**config.mk**
```make
export PLATFORM = sky130hd
export DESIGN_NAME = any1_memseq
export DESIGN_NICKNAME = d
export VERILOG_FILES = /design/src/rtl/any1_memseq.sv
export SDC_FILE = /design/constraint.sdc
export NUM_CORES = 1
export LEC_CHECK = 0
export CAP_MARGIN = 30
export CORE_MARGIN = 2
export CORE_UTILIZATION = 49
export CTS_CLUSTER_DIAMETER = 60
export DETAILED_ROUTE_END_ITERATION = 16
export PLACE_DENSITY = 0.94
export SLEW_MARGIN = 20
export SYNTH_ARGS = -nofsm -noshare
export SYNTH_HDL_FRONTEND = slang
export SYNTH_SLANG_ARGS = --single-unit
export TNS_END_PERCENT = 5
```
**constraint.sdc**
```tcl
create_clock -name clk -period 2.8 [get_ports clk]
set_input_delay 0.56 -clock clk [delete_from_list [all_inputs] [get_ports clk]]
set_output_delay 0.56 -clock clk [all_outputs]
set_load 0.02 [all_outputs]
```
**src/rtl/any1_memseq.sv**
```systemverilog
// any1_memseq -- element sequencer for vector-style memory operations.
//
// Walks an element index (step) from 0 to len-1. Each element takes a
// minimum of three cycles:
//   GEN   : step is presented to the external address generator.
//   CAPT  : the generator's effective address (ea) is valid and is captured
//           together with the element index and the last-element flag.
//   ISSUE : the captured request is held on req_* until req_ready accepts it.
//
// Ports
//   clk, rst         clock (rising edge) and asynchronous active-high reset
//   start, len       begin a sequence of len elements (0..64), taken in IDLE only
//   abort            flush the running sequence back to IDLE without done
//   step             element index driven to the address generator
//   ea               effective address, valid one cycle after step
//   req_valid/adr/elem/last, req_ready
//                    memory request handshake toward the load/store unit
//   busy             high whenever a sequence is in progress
//   done             single-cycle pulse after the final element (or len=0 start)

module any1_memseq (
    input  logic        clk,
    input  logic        rst,
    input  logic        start,
    input  logic [6:0]  len,
    input  logic        abort,
    output logic [5:0]  step,
    input  logic [31:0] ea,
    output logic        req_valid,
    output logic [31:0] req_adr,
    output logic [5:0]  req_elem,
    output logic        req_last,
    input  logic        req_ready,
    output logic        busy,
    output logic        done
);

    typedef enum logic [1:0] {
        IDLE  = 2'd0,
        GEN   = 2'd1,
        CAPT  = 2'd2,
        ISSUE = 2'd3
    } state_t;

    state_t      state_q, state_d;
    logic [6:0]  len_q, len_d;
    logic [5:0]  step_q, step_d;
    logic        req_valid_q, req_valid_d;
    logic [31:0] req_adr_q, req_adr_d;
    logic [5:0]  req_elem_q, req_elem_d;
    logic        req_last_q, req_last_d;
    logic        busy_q, busy_d;
    logic        done_q, done_d;

    always_comb begin
        state_d     = state_q;
        len_d       = len_q;
        step_d      = step_q;
        req_valid_d = req_valid_q;
        req_adr_d   = req_adr_q;
        req_elem_d  = req_elem_q;
        req_last_d  = req_last_q;
        done_d      = 1'b0;

        case (state_q)
            IDLE: begin
                // abort alongside start in IDLE suppresses the start entirely
                if (start && !abort) begin
                    len_d = len;
                    if (len != 7'd0) begin
                        step_d  = 6'd0;
                        state_d = GEN;
                    end else begin
                        done_d = 1'b1;
                    end
                end
            end
            GEN: begin
                state_d = CAPT;
            end
            CAPT: begin
                // len_q >= 1 here, so len_q - 1 never underflows
                req_adr_d   = ea;
                req_elem_d  = step_q;
                req_last_d  = ({1'b0, step_q} == (len_q - 7'd1));
                req_valid_d = 1'b1;
                state_d     = ISSUE;
            end
            ISSUE: begin
                if (req_ready) begin
                    req_valid_d = 1'b0;
                    if (req_last_q) begin
                        step_d  = 6'd0;
                        done_d  = 1'b1;
                        state_d = IDLE;
                    end else begin
                        step_d  = step_q + 6'd1;
                        state_d = GEN;
                    end
                end
            end
            default: begin
                state_d = IDLE;
            end
        endcase

        // abort wins over everything, including a same-cycle handshake
        if (abort && (state_q != IDLE)) begin
            state_d     = IDLE;
            step_d      = 6'd0;
            req_valid_d = 1'b0;
            done_d      = 1'b0;
        end

        busy_d = (state_d != IDLE);
    end

    always_ff @(posedge clk or posedge rst) begin
        if (rst) begin
            state_q     <= IDLE;
            len_q       <= 7'd0;
            step_q      <= 6'd0;
            req_valid_q <= 1'b0;
            req_adr_q   <= 32'd0;
            req_elem_q  <= 6'd0;
            req_last_q  <= 1'b0;
            busy_q      <= 1'b0;
            done_q      <= 1'b0;
        end else begin
            state_q     <= state_d;
            len_q       <= len_d;
            step_q      <= step_d;
            req_valid_q <= req_valid_d;
            req_adr_q   <= req_adr_d;
            req_elem_q  <= req_elem_d;
            req_last_q  <= req_last_d;
            busy_q      <= busy_d;
            done_q      <= done_d;
        end
    end

    assign step      = step_q;
    assign req_valid = req_valid_q;
    assign req_adr   = req_adr_q;
    assign req_elem  = req_elem_q;
    assign req_last  = req_last_q;
    assign busy      = busy_q;
    assign done      = done_q;

endmodule

```
==> impl_metrics.csv <==
group,metric,value,unit
timing,worst_pin_slew,0.697,ns
clock_tree,postCtsHoldBufs,0,
critical_path,start_kind,"flip-flop",
timing,setup_tns,0,ns
power_and_ir_drop,power_leakage,1.61,nW
timing,setup_viol,0,
place,gp_congestion,0.843,
logic_synthesis,ys_ff_latch,57,
critical_path,cpPeakStageDelay,0.52,ns
clock_tree,worstSkewPairLatency,0.32,ns
timing,max_freq,0.460,GHz
logic_synthesis,yosysWarnings,0,
detailed_routing,drcViolationCount,0,
timing,finalCriticalPeriod,2.17,ns
clock_tree,root_buffer,"clkbuf_8",
clock_tree,cts_buffers,9,
logic_synthesis,synth_fp_nets,261,
critical_path,path_buf_inv,1,
global_routing,grt_usage,0.215,
clock_tree,clk_pin_slew_worst_paths,0.06,ns
logic_synthesis,yosys.area.top_type,"dfrtp_1",
global_routing,grt-ovfl-total,0,
floorplan,die_y,77.9,microns
floorplan,pin_count,92,
layout,syn2layout_area_growth,44.7,%
place,dp_hpwl,4.31,mm
timing,rsz0062_at_grt,"no",
global_routing,grt_max_degree,58,
clock_tree,cts_resized,0,
critical_path,critPathRequiredTime,3.03,ns
hold_path,hp-class,"flip-flop to flip-flop",
timing,hold_viol_final,0,
timing,fin_crit_sh,0.777,
detailed_routing,wire_per_inst,15.6,microns
floorplan,dieArea,0.00607,sq mm
floorplan,die_width,77.9,microns
critical_path,critPathTopFamily,"simple AND/OR/NAND/NOR gates",
logic_synthesis,synthCells,211,
critical_path,critPathKind,"flip-flop to flip-flop",
layout,layout-drive-gt1-share,0.228,
layout,fin_nets,357,
detailed_routing,vias_per_cell,5.36,
clock_tree,cts_tree,"yes",
detailed_routing,dr.pass1.iters,4,
critical_path,crit_slowest_cell,"nor3b_1",
critical_path,crit_path_end_kind,"flip-flop",
critical_path,path_max_fanout,15,
power_and_ir_drop,p_per_area,1040,mW/mm^2
timing,slew_viol_final,0,
detailed_routing,wl,5.95,mm
critical_path,cp_data_arrival_time,2.41,ns
clock_tree,cts_num_sinks,57,
logic_synthesis,synthFlopType,"dfrtp_1",
critical_path,crit_chain,"inv_1 -> ha_1 -> nor2b_2 -> nor3b_1 -> a221oi_1 -> o2bb2ai_1",
detailed_routing,antenna_left,0,
timing,finClkSkew,0.00716,ns
global_routing,antenna_found_initial,0,
logic_synthesis,synthArstFlopShare,1.00,
layout,num_antenna_cells,0,
logic_synthesis,synth.avg_cell_area,12.7,sq um
clock_tree,htreeDepth,3,
floorplan,core_area,0.00517,sq mm
clock_tree,cts_buffer_depth,2,
outcome,status,"finished, final reports clean",
global_routing,grt_pass1_wl,10.2,mm
logic_synthesis,mappedNetlistArea,0.00268,sq mm
flow_run,drv_cap,0,
detailed_routing,drt_iter0_markers,95,
logic_synthesis,synth_top_area_frac,0.533,
logic_synthesis,synth_edf_count,0,
place,portBuffers,91,
logic_synthesis,synth_cell_types,50,
clock_tree,cts_setup_buffers,0,
layout,final_core_util,0.748,
floorplan,start_util,0.517,
logic_synthesis,synthTopCellsByArea,"dfrtp_1 53%, mux2_2 19%, ha_1 2.8%",
power_and_ir_drop,max-vdd-ir-drop,0.648,mV
logic_synthesis,ys_seq_area_frac,0.533,
detailed_routing,dr_total_vias,2047,
global_routing,grt_pass1_vias,2206,
timing,maxSlewHeadroom,0.535,
floorplan,rows,26,
sequential cells by signal, indices dropped and copies added, names as in the netlist:
name / flops
req_adr: 32
len_q: 7
req_elem: 6
step: 6
state_q: 2
busy: 1
done: 1
req_last: 1
req_valid: 1
placed cells by master (no fill, tap or decap), types with 4 or more instances in the layout:
cell             instances
nor2_1                  10
inv_1                    8
nand3_1                  4
nand2b_1                 4
nor3_1                   5
xnor2_1                  4
ha_1                     5
mux2_2                  45
clkdlybuf4s50_1         91
nand2_1                  4
dfrtp_1                 57
clkbuf_8                12
a21oi_1                  5
power breakdown:
group | internal [mW] | switching (mW) | leakage, nW
clock network | 0.484 | 0.303 | 0.107
registers | 1.15 | 0.237 | 0.708
logic | 0.978 | 0.866 | 0.798
total | 2.61 | 1.41 | 1.61
per-stage QoR:
stage / total power [mW] / setup slack, ns / std cells / area [sq um] / hold WS (ns)
2_1_floorplan: 2.46 / 0.840 / 211 / 2680 / 0.527
3_3_place_gp: 3.18 / 0.558 / 366 / 3660 / 0.488
3_5_place_dp: 3.25 / 0.524 / 366 / 3660 / 0.495
4_1_cts: 4.06 / 0.638 / 382 / 3870 / 0.509
5_1_grt: 4.27 / 0.384 / 382 / 3870 / 0.532
6_report: 4.02 / 0.626 / 382 / 3870 / 0.505
synth_stat cells (all sizes together) (5+ instances only):
cell,number
a21oi,5
dfrtp,57
ha,6
inv,11
mux2,46
nand3,5
nor2,10
nor3,5
worst register-to-register path, delay by kind of cell, from the launching register on:
kind | cells | cell delay [ns]
buffers and inverters | 1 | 0.14
and+or+nand+nor | 2 | 0.68
DFF | 1 | 0.41
AOI/OAI and AO/OA | 2 | 0.36
adders and majority gates | 1 | 0.50
layout make-up:
type | instances | area (sq um)
Sequential cell | 57 | 1430
Fill cell | 345 | 1300
Multi-Input combinational cell | 135 | 1170
Timing Repair Buffer | 93 | 938
Clock buffer | 14 | 173
Tap cell | 70 | 87.6
Inverter | 11 | 41.3
Clock inverter | 2 | 35.0
cells by family after synthesis:
| group | Yosys count | synth area share |
|---|---|---|
| and+or+nand+nor | 45 | 0.0982 |
| muxes | 47 | 0.197 |
| adders and majority gates | 6 | 0.0281 |
| buffers and inverters | 19 | 0.0309 |
| DFF | 57 | 0.533 |
| AOI/OAI and AO/OA | 30 | 0.0893 |
| xor gates and xnor gates | 7 | 0.0229 |
worst paths after layout:
kind                       slack, ns           to       start  cells past startpoint
min in group asynchronous       0.77  req_adr[22]         rst                      3
hold / removal                  0.51   req_adr[7]  req_adr[7]                      1
max in group asynchronous       1.57     len_q[0]         rst                      3
setup / recovery                0.63      step[2]  state_q[0]                      6
hold reg to reg                 0.51   req_adr[7]  req_adr[7]                      1
setup reg to reg                0.63      step[2]  state_q[0]                      6
routing by layer:
layer	up-vias	share of wire	GRT usage
met2	69	0.51	0.364
met1	1015	0.41	0.252
li1	957	-	-
met3	6	0.072	0.0826
met4	0	0.011	0.0661
met5	-	0	0
No activity file was read; power rests on OpenSTA's default activity.
